File: config.mk
export PLATFORM = sky130hd
export DESIGN_NAME = pipeline_hazard_ctrl
export DESIGN_NICKNAME = d
export VERILOG_FILES = /design/src/rtl/semimips_pkg.sv /design/src/rtl/hazard_detect.sv /design/src/rtl/pipeline_hazard_ctrl.sv
export SDC_FILE = /design/constraint.sdc
export NUM_CORES = 1
export LEC_CHECK = 0
export BUFFER_PORTS_ARGS = -buffer_cell sky130_fd_sc_hd__buf_2
export CAP_MARGIN = 5
export CELL_PAD_IN_SITES_DETAIL_PLACEMENT = 1
export CELL_PAD_IN_SITES_GLOBAL_PLACEMENT = 1
export CORE_MARGIN = 8
export CORE_UTILIZATION = 36
export DETAILED_ROUTE_END_ITERATION = 16
export HOLD_SLACK_MARGIN = 0.1
export PLACE_DENSITY = 0.81
export SETUP_SLACK_MARGIN = 0.4
export SYNTH_ARGS = -nofsm -noshare
export SYNTH_HDL_FRONTEND = slang
export SYNTH_SLANG_ARGS = --single-unit
File: constraint.sdc
create_clock -name clk -period 2.35 [get_ports clk]
set_input_delay 0.1175 -clock clk [delete_from_list [all_inputs] [get_ports clk]]
set_output_delay 0.1175 -clock clk [all_outputs]
set_load 0.005 [all_outputs]
File: src/rtl/semimips_pkg.sv
// Shared definitions for the semiMIPS pipeline control blocks:
// sequencing state encoding and the default memory-timeout threshold.
package semimips_pkg;

  typedef enum logic [1:0] {
    RUN   = 2'd0,
    DWAIT = 2'd1,
    IWAIT = 2'd2
  } seq_state_t;

  localparam int DEF_TIMEOUT = 64;
  localparam int DEF_CNTW    = 16;

  // Load-use compare shared by the hazard detector and the decoder; $0 never stalls.
  function automatic logic loaduse_hit(
    input logic       ldrd,
    input logic [4:0] ldrt,
    input logic [4:0] rs,
    input logic [4:0] rt,
    input logic       usert
  );
    return ldrd && (ldrt != 5'd0) && ((ldrt == rs) || (usert && (ldrt == rt)));
  endfunction

endpackage

File: src/rtl/hazard_detect.sv
// Purely combinational load-use hazard detector between ID/EX and IF/ID.
module hazard_detect
  import semimips_pkg::*;
(
  input  logic       idexmemrd,
  input  logic [4:0] idexrt,
  input  logic [4:0] ifidrs,
  input  logic [4:0] ifidrt,
  input  logic       ifidusert,
  output logic       loaduse
);

  assign loaduse = loaduse_hit(idexmemrd, idexrt, ifidrs, ifidrt, ifidusert);

endmodule

File: src/rtl/pipeline_hazard_ctrl.sv
// Pipeline sequencing controller: per-stage write enables and flushes for the
// 5-stage semiMIPS core, plus stall counter and data-memory timeout watchdog.
module pipeline_hazard_ctrl
  import semimips_pkg::*;
#(
  parameter int CNTW    = DEF_CNTW,
  parameter int TIMEOUT = DEF_TIMEOUT
) (
  input  logic            clk,
  input  logic            rst,
  input  logic            idexmemrd,
  input  logic [4:0]      idexrt,
  input  logic [4:0]      ifidrs,
  input  logic [4:0]      ifidrt,
  input  logic            ifidusert,
  input  logic            exbranch,
  input  logic            idjump,
  input  logic            exmemmemrd,
  input  logic            exmemmemwr,
  input  logic            dmemready,
  input  logic            imemready,
  output logic            pcwr,
  output logic            ifidwr,
  output logic            ifidflush,
  output logic            idexwr,
  output logic            idexflush,
  output logic            exmemwr,
  output logic            memwbwr,
  output logic [CNTW-1:0] stallcount,
  output logic            memtimeout
);

  localparam int WCW = $clog2(TIMEOUT + 1);
  localparam logic [WCW-1:0] TMO_W = WCW'(TIMEOUT);

  seq_state_t      state_r, state_nx_s;
  logic [WCW-1:0]  waitcnt_r, waitcnt_nx_s;
  logic [CNTW-1:0] stallcount_r;
  logic            memtimeout_r;
  logic            loaduse_s, dfreeze_s, ifreeze_s;
  logic            pcwr_s, ifidwr_s, ifidflush_s, idexwr_s, idexflush_s, exmemwr_s, memwbwr_s;

  hazard_detect u_hazard_detect (
    .idexmemrd (idexmemrd),
    .idexrt    (idexrt),
    .ifidrs    (ifidrs),
    .ifidrt    (ifidrt),
    .ifidusert (ifidusert),
    .loaduse   (loaduse_s)
  );

  assign dfreeze_s = (exmemmemrd | exmemmemwr) & ~dmemready;
  assign ifreeze_s = ~imemready & ~dfreeze_s;

  // State register.
  always_ff @(posedge clk) begin
    if (rst) begin
      state_r <= RUN;
    end else begin
      state_r <= state_nx_s;
    end
  end

  // Next-state logic; a simultaneous data and instruction wait resolves to DWAIT.
  always_comb begin
    state_nx_s = state_r;
    case (state_r)
      RUN: begin
        if (dfreeze_s) begin
          state_nx_s = DWAIT;
        end else if (ifreeze_s) begin
          state_nx_s = IWAIT;
        end else begin
          state_nx_s = RUN;
        end
      end
      DWAIT: begin
        if (dmemready) begin
          state_nx_s = RUN;
        end else begin
          state_nx_s = DWAIT;
        end
      end
      IWAIT: begin
        if (dfreeze_s) begin
          state_nx_s = DWAIT;
        end else if (imemready) begin
          state_nx_s = RUN;
        end else begin
          state_nx_s = IWAIT;
        end
      end
      default: state_nx_s = RUN;
    endcase
  end

  // Mealy stage controls: reset, data freeze, branch, load-use/fetch wait, jump, default.
  always_comb begin
    pcwr_s      = 1'b1;
    ifidwr_s    = 1'b1;
    ifidflush_s = 1'b0;
    idexwr_s    = 1'b1;
    idexflush_s = 1'b0;
    exmemwr_s   = 1'b1;
    memwbwr_s   = 1'b1;
    if (rst) begin
      pcwr_s      = 1'b0;
      ifidwr_s    = 1'b0;
      ifidflush_s = 1'b1;
      idexwr_s    = 1'b0;
      idexflush_s = 1'b1;
      exmemwr_s   = 1'b0;
      memwbwr_s   = 1'b0;
    end else if (dfreeze_s) begin
      pcwr_s    = 1'b0;
      ifidwr_s  = 1'b0;
      idexwr_s  = 1'b0;
      exmemwr_s = 1'b0;
      memwbwr_s = 1'b0;
    end else if (exbranch) begin
      ifidflush_s = 1'b1;
      idexflush_s = 1'b1;
    end else if (loaduse_s || ifreeze_s) begin
      pcwr_s      = 1'b0;
      ifidwr_s    = 1'b0;
      idexflush_s = 1'b1;
    end else if (idjump) begin
      ifidflush_s = 1'b1;
    end else begin
      pcwr_s = 1'b1;
    end
  end

  // Watchdog count: only DWAIT cycles still waiting on memory; cleared on leaving DWAIT.
  always_comb begin
    waitcnt_nx_s = waitcnt_r;
    if ((state_r == DWAIT) && (state_nx_s == DWAIT)) begin
      if (!dmemready && (waitcnt_r != TMO_W)) begin
        waitcnt_nx_s = waitcnt_r + WCW'(1);
      end else begin
        waitcnt_nx_s = waitcnt_r;
      end
    end else begin
      waitcnt_nx_s = '0;
    end
  end

  // Watchdog, sticky timeout flag and saturating stall counter.
  always_ff @(posedge clk) begin
    if (rst) begin
      waitcnt_r    <= '0;
      memtimeout_r <= 1'b0;
      stallcount_r <= '0;
    end else begin
      waitcnt_r    <= waitcnt_nx_s;
      memtimeout_r <= memtimeout_r | (waitcnt_nx_s == TMO_W);
      if (!pcwr_s && (stallcount_r != {CNTW{1'b1}})) begin
        stallcount_r <= stallcount_r + CNTW'(1);
      end else begin
        stallcount_r <= stallcount_r;
      end
    end
  end

  assign pcwr       = pcwr_s;
  assign ifidwr     = ifidwr_s;
  assign ifidflush  = ifidflush_s;
  assign idexwr     = idexwr_s;
  assign idexflush  = idexflush_s;
  assign exmemwr    = exmemwr_s;
  assign memwbwr    = memwbwr_s;
  assign stallcount = stallcount_r;
  assign memtimeout = memtimeout_r;

endmodule
# After elaboration in Yosys (flattened, before gate mapping)
# Cells that the tools add are included.
# word_totals
elab_cells	56
latch_bits	0
mem_bits_ro	0
mem_count	0
input_bits	25
reg_bits	26
mem_bits_rw	0
# op_classes
reduce_logical	12
mul	0
mux	23
order_cmp	0
shift	0
bitwise_logic	7
n_eq_ne	8
div_mod_pow	0
add_sub_neg	2
# op_table
cell	count
adder 16 x 1 -> 16 bit, second input constant	1
2-to-1 mux 1 bit	16
inequality test 16 bit, second input constant	1
2-to-1 mux 7 bit	2
== test 5 bit	2
2-to-1 mux 2 bit	4
adder 7 x 1 -> 7 bit, second input constant	1
== test 7 bit, second input constant	1
inequality test 7 bit, second input constant	1
logical AND 1 bit	6
one-hot mux 2 bit (3 select lines)	1
nonzero test 5 bit	1
== test 2 x 1 -> 1 bit, second input constant	2
NOT 1 bit	3
bitwise AND 1 bit	2
== test 2 bit, second input constant	1
zero test 1 bit	2
zero test 2 bit	1
logical OR 1 bit	2
OR 1 bit	2

# Logic depth before layout (Yosys ltp)
# Gate-level depths: netlist (run 1).
# depth
word_depth	12
mapped_depth	8

# By module
# Synthesis (run 1) repeated with hierarchy kept, for this count alone.
# unflattened
hier_cells	194
hier_area_um2	1646.6
# by_module_without_submodules
mod	n_inst	cells_per_inst	seq_area_each_um2	area_per_inst_um2
pipeline_hazard_ctrl	1	177	520.5	1514.0
hazard_detect	1	17	0.0	132.6

# Worst setup path before layout (run 1)
# OpenSTA, ideal clock, no wires.
# synth_path
path_type	register -> register
from	reg stallcount_r[3] (netlist: stallcount[3])
to	reg stallcount_r[15] (netlist: stallcount[15])
setup_ps	123
slack_ps	449
arrival_time_ps	1777
stages_incl_launch_ff	7
synth_period_minus_slack_ps	1901
path_cell_list	dfxtp_1 > and4_4 > and3_4 > and2_1 > nand3_1 > a2111oi_2 > mux2_1
# synth_via
elab_chain_len	2
word_cells_on_any_way	3
# synth_lines
item	line	rtl
start, declared	pipeline_hazard_ctrl.sv:38	logic [CNTW-1:0] stallcount_r;
start signal, assigned	pipeline_hazard_ctrl.sv:158	stallcount_r <= stallcount_r + CNTW'(1);
start signal, assigned	pipeline_hazard_ctrl.sv:160	stallcount_r <= stallcount_r;
parallel branches: the longest is 2 deep, another holds adder 16 x 1 -> 16 bit	n/a	
# Several ways; the timed one is not identified.
# A chain may end at the register's enable or synchronous reset.

# Worst setup path after layout (run 1)
# layout_path
from	reg stallcount_r[3] (netlist: stallcount[3])
to	reg stallcount_r[13] (netlist: stallcount[13])
# The elaborated chain is that of the path after synthesis.

==> results of run 1 <==
==> cells by family (layout without fill, tap and decap cells) <==
group | count (synthesis) | in the layout | synth area share, %
compound gates | 48 | 48 | 19.2
fa+ha+maj | 3 | 3 | 2.46
xor+xnor | 16 | 16 | 9.18
flops | 26 | 26 | 34.1
buf+inv | 15 | 61 | 5.00
simple gates | 79 | 79 | 28.6
mux | 2 | 2 | 1.48
==> repair_timing <==
item,4_1_cts,5_1_grt
pin swaps,0,1
hold endpoints to repair,1,0
hold buffers,1,0
resized for setup,6,12
setup endpoints to repair,3,8
setup buffers,0,1
==> routing by layer <==
metal / global-route usage [%] / vias up
li1: - / 769
met1: 14.9 / 727
met2: 23.5 / 23
met3: 3.42 / 4
met4: 2.68 / 0
met5: 0 / -
==> power by group <==
part,internal (mW),leakage [nW],switching [mW]
clock network,0.150,0.0288,0.149
registers,0.447,0.213,0.00931
logic,0.0594,0.506,0.0629
total,0.656,0.748,0.221
==> metrics by stage <==
stage / instances / hold WS (ns) / utilization (%)
finish: 285 / 0.203 / 47.7
global route: 285 / 0.263 / 47.7
CTS: 284 / 0.204 / 46.4
detailed placement: 279 / 0.320 / 44.3
global placement: 279 / 0.316 / 44.3
floorplan: 189 / 0.196 / -
==> worst max-delay path, cell delays in order (launching register included) <==
cell and delay (ns):
dfxtp_4 0.38, and4_4 0.23, and3_4 0.22, nand2_2 0.10, nor3_4 0.28, a21oi_2 0.11
nand4_1 0.12, mux2_2 0.33
==> sequential cells by signal, summed over array words and instances (netlist names) <==
register and count:
waitcnt_r 7, stallcount 16, memtimeout 1, state_r 2
==> how the worst min path moves through the flow <==
| stage | start | end | slack (ns) |
|---|---|---|---|
| 2_1_floorplan | imemready | state_r[1] | 0.20 |
| 3_3_place_gp | imemready | state_r[1] | 0.32 |
| 3_5_place_dp | imemready | state_r[1] | 0.32 |
| 4_1_cts | exmemmemrd | state_r[1] | 0.20 |
| 5_1_grt | dmemready | waitcnt_r[0] | 0.26 |
| 6_report | exmemmemrd | state_r[1] | 0.20 |
==> cells in the mapped netlist (2+ instances only) <==
cell type  count
xor2_1         2
nand4b_1       3
clkbuf_1       4
or4_1          2
nor2b_1        2
or3_1         10
and2_1         2
o22ai_1        2
nor3_1         4
xnor2_1       14
o21a_1         2
nand2_2        2
nand3_1        8
or2_2          2
nand2_1       15
nor2_1        15
dfxtp_1       26
nand4_1        2
ha_1           3
a21o_2         2
a21oi_1       18
o21ai_0       16
buf_4          3
inv_1          5
nand2b_1       2
and3_1         2
==> cells in the final DEF, fill, tap and decap left out, types with 5 or more instances in the layout <==
cell	netlist	final
buf_2	1	48
dfxtp_1	26	21
o21ai_0	16	16
a21oi_1	18	16
nand2_1	15	15
nor2_1	15	15
xnor2_1	14	14
or3_1	10	10
nand3_1	8	6
inv_1	5	5
==> cell type report <==
type | count | area [um2] | share of cell area (%)
timing repair buffer | 52 | 273 | 14.2
inverter | 5 | 18.8 | 0.977
clock buffer | 4 | 55.1 | 2.86
sequential | 26 | 534 | 27.8
multi-input combinational | 148 | 978 | 50.9
tap | 50 | 62.6 | 3.26
==> results.ini, run 1 <==
[status]
status=complete, no violations

[yosys]
syn-cell-area_um2=1530
postSynthCellCount=189
async_flop_share_pct=0
ys.flop_type=dfxtp_1
synth_edf_count=0
yosysSeqAreaShare_pct=34.1
avgSynthCellArea_um2=8.08
ys_types=47
syn-num-nets=217
synth_seq_cells=26
yosysWarnings=0
synth_top_area_share_pct=34.1
synthTopCellsByArea=dfxtp_1, xnor2_1, a21oi_1
yosysTopAreaCell=dfxtp_1

[grt]
grt_use_total_pct=13.0
antenna_found_initial=0
grt_pass1_vias=1545
grt_pass1_wl_mm=6.96
overflow=0
grt_start_max_net_pins=26

[sta]
drv_slew=0
fin_skew_ns=0.000946
max_freq_ghz=0.532
min_period_over_period_pct=80.0
max-slew-margin-rel_pct=59.9
finalHoldViolCount=0
finalSetupViolCount=0
tightest_slew_ns=0.586
tns_ns=0
fin_ws_ns=0.470
rsz0062_at_grt=true
finalCriticalPeriod_ns=1.88

[place]
post-place-ws_ns=0.344
placed_cell_area_um2=1790
hpwl_mm=3.29
gp_congestion=0.769
numPortBuffers=48

[power_and_ir_drop]
total_power_uw=877
vdd_drop_max_v=0.000248
power_density_nw_per_um2=456
p_leak_nw=0.748

[detailed_routing]
dr_wl_met3_um=155
avgViaCountPerCell=5.34
routedWlPerCell_um=15.1
wl_mm=4.31
drt_iter0_drc=66
drt_pass1_iterations=4
vias=1523
antenna_left=0
highest_layer=met4
drc_errors=0
met2_wirelength_mm=2.21
wl_met1_mm=1.92

[cells_and_area]
finalNetCount=264
drive_gt1_share_pct=34.5
stdcell_area_um2=1920
syn_to_final_growth_pct=25.9
fillers=515
antennaDiodeCount=0

[floorplan]
ioPinCount=49
die-area_um2=6580
rows=23
start_util_pct=37.9
die_h_um=81.1
placeableCoreArea_um2=4030
die_w_um=81.1

[hold_path]
hold_path.class=in2reg
holdPathStages=4

[clocking]
cts_tree=yes
cts_buffers=3
ctsRootBufferMaster=clkbuf_8
htreeDepth=1
clk_latency_ns=0.27
cts.sinks=26
clockBufferDepth=2
clk_pin_slew_worst_paths_ns=0.09

[critical_path]
crit_type=reg2reg
worstSetupEndpointType=flop
cp.required_ns=2.52
r2r_slack_ns=0.47
r2r-start=stallcount[3]
crit_end=stallcount[13]
crit_path_start=stallcount[3]
reg2reg_to=stallcount[13]
worst_ep_arrival_time_ns=2.05
critical_path.max_fanout=7
r2r_cells=7
startpoint_type=flop

[job]
cap_violations=0

(Power assumes the default switching activity.)
==> run 2: changes to the inputs <==
--- a/config.mk
+++ b/config.mk
@@ -10,10 +10,10 @@
 export CELL_PAD_IN_SITES_DETAIL_PLACEMENT = 1
 export CELL_PAD_IN_SITES_GLOBAL_PLACEMENT = 1
 export CORE_MARGIN = 8
-export CORE_UTILIZATION = 36
+export CORE_UTILIZATION = 32
 export DETAILED_ROUTE_END_ITERATION = 16
 export HOLD_SLACK_MARGIN = 0.1
-export PLACE_DENSITY = 0.81
+export PLACE_DENSITY = 0.76
 export SETUP_SLACK_MARGIN = 0.4
 export SYNTH_ARGS = -nofsm -noshare
 export SYNTH_HDL_FRONTEND = slang
==> constraint.sdc (replaced) <==
create_clock -name clk -period 1.66 [get_ports clk]
set_input_delay 0.083 -clock clk [delete_from_list [all_inputs] [get_ports clk]]
set_output_delay 0.083 -clock clk [all_outputs]
set_load 0.005 [all_outputs]
==> run 2 against run 1 <==
- the run now ends with setup timing left
- sequential power is 41% higher
- first-iteration DRC count is 29% higher
- wire length is 34% higher
- combinational power is 110% higher
==> results.ini, run 2 (synthesis gave the netlist of run 1 again) <==
[grt]
grt_pass1_wl_mm=8.73  ; was 6.96 mm
antenna_found_initial=0  ; unchanged
grt_pass1_vias=1853  ; was 1545
grt_use_total_pct=14.7  ; was 13.0%
overflow=0  ; unchanged
grt_start_max_net_pins=26  ; unchanged

[critical_path]
startpoint_type=flop  ; unchanged
slowest_stage=or4_4  ; was dfxtp_4
cp_slowest_stage_delay_ns=0.42  ; was 0.38 ns
cp.required_ns=1.88  ; was 2.52 ns
crit_type=reg2reg  ; unchanged
critical_path.max_fanout=8  ; was 7
worstSetupEndpointType=flop  ; unchanged
cp_cell_sequence=and4_4 > and3_4 > nand2_4 > nor3_4 > a211o_4 > or4_4 > a21oi_2  ; was and4_4 > and3_4 > nand2_2 > nor3_4 > a21oi_2 > nand4_1 > mux2_2
worst_ep_arrival_time_ns=1.98  ; was 2.05 ns

[sta]
tightest_slew_ns=0.433  ; was 0.586 ns
max-slew-margin-rel_pct=71.1  ; was 59.9%
finalHoldViolCount=0  ; unchanged
max_freq_ghz=0.570  ; was 0.532 GHz
finalSetupViolCount=8  ; was 0
fin_ws_ns=-0.0945  ; was 0.470 ns
drv_slew=0  ; unchanged
finalCriticalPeriod_ns=1.75  ; was 1.88 ns
min_period_over_period_pct=106  ; was 80.0%
rsz0062_at_grt=true  ; unchanged
fin_skew_ns=0.00480  ; was 0.000946 ns

[floorplan]
rows=25  ; was 23
ioPinCount=49  ; unchanged
die_h_um=85.1  ; was 81.1 um
placeableCoreArea_um2=4660  ; was 4030 um2
die-area_um2=7240  ; was 6580 um2
start_util_pct=32.8  ; was 37.9%
die_w_um=85.1  ; was 81.1 um

[place]
numPortBuffers=48  ; unchanged
dp_cells=309  ; was 279
gp_congestion=0.765  ; was 0.769
placed_cell_area_um2=2050  ; was 1790 um2
hpwl_mm=3.61  ; was 3.29 mm

[clocking]
htreeDepth=1  ; unchanged
cts.sinks=26  ; unchanged
cts_tree=yes  ; unchanged
clk_pin_slew_worst_paths_ns=0.10  ; was 0.09 ns
clockBufferDepth=2  ; unchanged
clk_latency_ns=0.28  ; was 0.27 ns
ctsRootBufferMaster=clkbuf_8  ; unchanged
cts_buffers=3  ; unchanged

[cells_and_area]
fillers=564  ; was 515
stdcell_area_um2=2630  ; was 1920 um2
drive_gt1_share_pct=60.1  ; was 34.5%
layout_commonest_cell=buf_2  ; unchanged
finalNetCount=310  ; was 264
syn_to_final_growth_pct=72.0  ; was 25.9%
largest_reg_flops=16  ; unchanged
antennaDiodeCount=0  ; unchanged
fin_cells=335  ; was 285
final_cell_mix=buf_2, buf_4, buf_6, a21oi_1  ; was buf_2, dfxtp_1, o21ai_0, a21oi_1

[power_and_ir_drop]
p_leak_nw=1.06  ; was 0.748 nW
power_density_nw_per_um2=550  ; was 456 nW/um2
vdd_drop_max_v=0.000442  ; was 0.000248 V

[detailed_routing]
dr_wl_met3_um=201  ; was 155 um
wl_met1_mm=2.35  ; was 1.92 mm
avgViaCountPerCell=5.31  ; was 5.34
routedWlPerCell_um=17.3  ; was 15.1 um
wl_mm=5.78  ; was 4.31 mm
antenna_left=0  ; unchanged
drt_iter0_drc=85  ; was 66
vias=1778  ; was 1523
drc_errors=0  ; unchanged
drt_pass1_iterations=4  ; unchanged
met2_wirelength_mm=3.12  ; was 2.21 mm
highest_layer=met4  ; unchanged

[hold_path]
hold_path.class=in2reg  ; unchanged

[job]
cap_violations=0  ; unchanged

[status]
violations=setup timing
status=finished, violations left  ; was complete, no violations

-- run 2: critical path: cells and delay by family, from the launching register on --
kind	cells	cell delay, ns
AOI/OAI and AO/OA	2	0.43
DFF	1	0.33
and+or+nand+nor	5	0.92
-- run 2: routing by layer --
layer | vias up | global-route usage (%)
met2 | 38 | 26.8
met4 | 0 | 3.88
met5 | - | 0
li1 | 857 | -
met1 | 873 | 16.5
met3 | 10 | 3.67
-- run 2: metrics by stage --
step / TNS [ns] / utilization [%] / hold WS, ns / power, mW / worst slack (ns)
6_report: -0.322 / 56.3 / 0.269 / 1.45 / -0.0945
2_1_floorplan: -0.228 / - / 0.162 / 0.773 / -0.0772
3_5_place_dp: -0.878 / 44.0 / 0.285 / 0.865 / -0.142
4_1_cts: -0.354 / 51.0 / 0.234 / 1.44 / -0.0899
5_1_grt: -1.16 / 56.3 / 0.281 / 1.51 / -0.146
3_3_place_gp: -0.558 / 44.0 / 0.280 / 0.859 / -0.107
-- run 2: power by group --
group          leakage (nW)  total (mW)  switching (mW)  internal (mW)
Sequential            0.217       0.645          0.0120          0.633
Clock                0.0357       0.543           0.220          0.323
Combinational         0.809       0.258           0.121          0.137
Total                  1.06        1.45           0.353           1.09
-- run 2: path summary, 6_finish.rpt --
path,from,end,slack (ns),depth (start not counted)
worst max-delay path,stallcount[6],stallcount[12],-0.09,7
worst min-delay path,dmemready,waitcnt_r[0],0.27,4
worst max register to register,stallcount[6],stallcount[12],-0.09,7
worst min register to register,state_r[0],state_r[1],0.43,1
-- run 2: area by class of cell --
class / count / area [um2] / share of cell area (%)
Multi-Input combinational cell: 149 / 1230 / 47.0
Tap cell: 54 / 67.6 / 2.57
Timing Repair Buffer: 97 / 684 / 26.1
Clock inverter: 1 / 30.0 / 1.14
Inverter: 5 / 23.8 / 0.905
Sequential cell: 26 / 544 / 20.7
Clock buffer: 3 / 41.3 / 1.57
-- run 2: repair_timing --
action / in CTS / in global routing
endpoints found under the hold margin: 1 / 0
buffers inserted: 9 / 11
hold buffers: 1 / 0
resized for setup: 43 / 40
pin swaps: 21 / 26
cloned: 1 / 0
setup endpoints to repair: 25 / 27
==> run 3: changes to the inputs <==
--- a/config.mk
+++ b/config.mk
@@ -14,7 +14,7 @@
 export DETAILED_ROUTE_END_ITERATION = 16
 export HOLD_SLACK_MARGIN = 0.1
 export PLACE_DENSITY = 0.76
-export SETUP_SLACK_MARGIN = 0.4
+export SETUP_SLACK_MARGIN = 0.3
 export SYNTH_ARGS = -nofsm -noshare
 export SYNTH_HDL_FRONTEND = slang
 export SYNTH_SLANG_ARGS = --single-unit
==> run 3 against run 2 <==
- the run still ends with setup timing left
- first-iteration DRC count rose by 33%
- global-route usage rose by 2.3 points
- register-to-register slack barely moved
- highest routed layer unchanged
==> results.ini, run 3 (synthesis gave the netlist of run 1 again) <==
[floorplan]
ioPinCount=49  ; unchanged
die-area_um2=7240  ; unchanged
rows=25  ; unchanged
die_w_um=85.1  ; unchanged
start_util_pct=32.8  ; unchanged
die_h_um=85.1  ; unchanged
placeableCoreArea_um2=4660  ; unchanged

[critical_path]
cp_cell_sequence=and4_4 > and3_4 > nand2_4 > nor3_4 > buf_6 > a2111oi_4 > buf_4 > xnor2_2 > nor2_1  ; was and4_4 > and3_4 > nand2_4 > nor3_4 > a211o_4 > or4_4 > a21oi_2
startpoint_type=flop  ; unchanged
worstSetupEndpointType=flop  ; unchanged
worst-path-buf-inv=2  ; was 0
worst_ep_arrival_time_ns=1.93  ; was 1.98 ns
crit_family=simple AND/OR/NAND/NOR gates  ; unchanged
critical_path.max_fanout=4  ; was 8
cp_slowest_stage_delay_ns=0.35  ; was 0.42 ns
cp.required_ns=1.84  ; was 1.88 ns
slowest_stage=dfxtp_2  ; was or4_4
crit_type=reg2reg  ; unchanged

[place]
hpwl_mm=3.68  ; was 3.61 mm
gp_congestion=0.742  ; was 0.765
numPortBuffers=48  ; unchanged

[job]
cap_violations=0  ; unchanged

[detailed_routing]
drc_errors=0  ; unchanged
avgViaCountPerCell=5.36  ; was 5.31
antenna_left=0  ; unchanged
drt_iter0_drc=113  ; was 85
wl_mm=6.05  ; was 5.78 mm
drt_pass1_iterations=4  ; unchanged
vias=1759  ; was 1778
routedWlPerCell_um=18.5  ; was 17.3 um

[sta]
max_freq_ghz=0.571  ; was 0.570 GHz
finalHoldViolCount=0  ; unchanged
fin_skew_ns=0.00881  ; was 0.00480 ns
tightest_slew_ns=0.334  ; was 0.433 ns
tns_ns=-0.580  ; was -0.322 ns
finalSetupViolCount=13  ; was 8
fin_ws_ns=-0.0905  ; was -0.0945 ns
min_period_over_period_pct=105  ; was 106%
finalCriticalPeriod_ns=1.75  ; about the same
drv_slew=0  ; unchanged
max-slew-margin-rel_pct=77.7  ; was 71.1%
rsz0062_at_grt=true  ; unchanged

[cells_and_area]
syn_to_final_growth_pct=64.7  ; was 72.0%
antennaDiodeCount=0  ; unchanged
final_cell_mix=buf_2, buf_4, dfxtp_1  ; was buf_2, buf_4, buf_6, a21oi_1
drive_gt1_share_pct=56.9  ; was 60.1%
finalNetCount=303  ; was 310
layout_commonest_cell=buf_2  ; unchanged
largest_reg_flops=16  ; unchanged
fillers=558  ; was 564

[grt]
grt_use_total_pct=17.0  ; was 14.7%
grt_start_max_net_pins=26  ; unchanged
grt_pass1_wl_mm=9.88  ; was 8.73 mm
overflow=0  ; unchanged
grt_pass1_vias=1985  ; was 1853
antenna_found_initial=0  ; unchanged

[power_and_ir_drop]
p_leak_nw=1.03  ; was 1.06 nW
power_density_nw_per_um2=544  ; was 550 nW/um2
total_power_mw=1.37  ; was 1.45 mW
vdd_drop_max_v=0.000297  ; was 0.000442 V

[clocking]
cts.sinks=26  ; unchanged
clk_latency_ns=0.28  ; about the same
cts_tree=yes  ; unchanged
cts_buffers=3  ; unchanged
ctsRootBufferMaster=clkbuf_8  ; unchanged
clk_pin_slew_worst_paths_ns=0.10  ; about the same
htreeDepth=1  ; unchanged
clockBufferDepth=2  ; unchanged

[hold_path]
hold_path.class=in2reg  ; unchanged

[status]
status=finished, violations left  ; unchanged
violations=setup timing  ; unchanged

## run 3: cell types whose count changed in the layout (fill, tap and decap cells not counted), sizes merged
cell    previous run  this run
buf               96        89
clkbuf             3         4
bufinv             1         0
## run 3: worst paths after layout
path / startpoint / end / slack, ns / cells after the start
worst max-delay path: stallcount[3] / stallcount[8] / -0.09 / 9
worst min-delay path: dmemready / waitcnt_r[0] / 0.27 / 4
worst max register to register: stallcount[3] / stallcount[8] / -0.09 / 9
worst min register to register: state_r[0] / state_r[1] / 0.45 / 1
## run 3: per-stage QoR
step	instances	hold WS, ns	util [%]	setup WS, ns	cell area (um2)
2_1_floorplan	189	0.162	-	-0.0772	1600
3_3_place_gp	311	0.278	44.2	-0.150	2060
3_5_place_dp	311	0.277	44.2	-0.170	2060
4_1_cts	325	0.247	51.4	-0.0957	2390
5_1_grt	328	0.292	53.9	-0.179	2510
6_report	328	0.274	53.9	-0.0905	2510
## run 3: power by group
part / internal, mW / switching, mW
Clock: 0.213 / 0.220
Sequential: 0.634 / 0.0126
Combinational: 0.147 / 0.141
## run 3: final cells by class
cell class	instances	area, um2	area share, %
multi-input combinational	149	1220	48.5
timing repair buffer	90	613	24.4
sequential	26	538	21.4
tap	54	67.6	2.69
clock buffer	4	55.1	2.19
inverter	5	21.3	0.846
## run 3: tightest hold or removal path, cell delays in order
cell and delay (ns):
buf_2 0.09, buf_4 0.17, or3_1 0.12, a21oi_1 0.05
## run 3: timing repair
action	4_1_cts	5_1_grt
pin swaps	27	19
hold buffers	1	0
resized for setup	50	25
endpoints found under the hold margin	1	0
setup endpoints to repair	24	25
gates cloned	1	0
buffers inserted	8	3
## run 3: layer usage
layer  GRT usage, %  part of all wire [%]
met4           7.12                   3.0
met1           17.7                    39
met3           3.96                   4.3
met5              0                     0
met2           31.7                    54
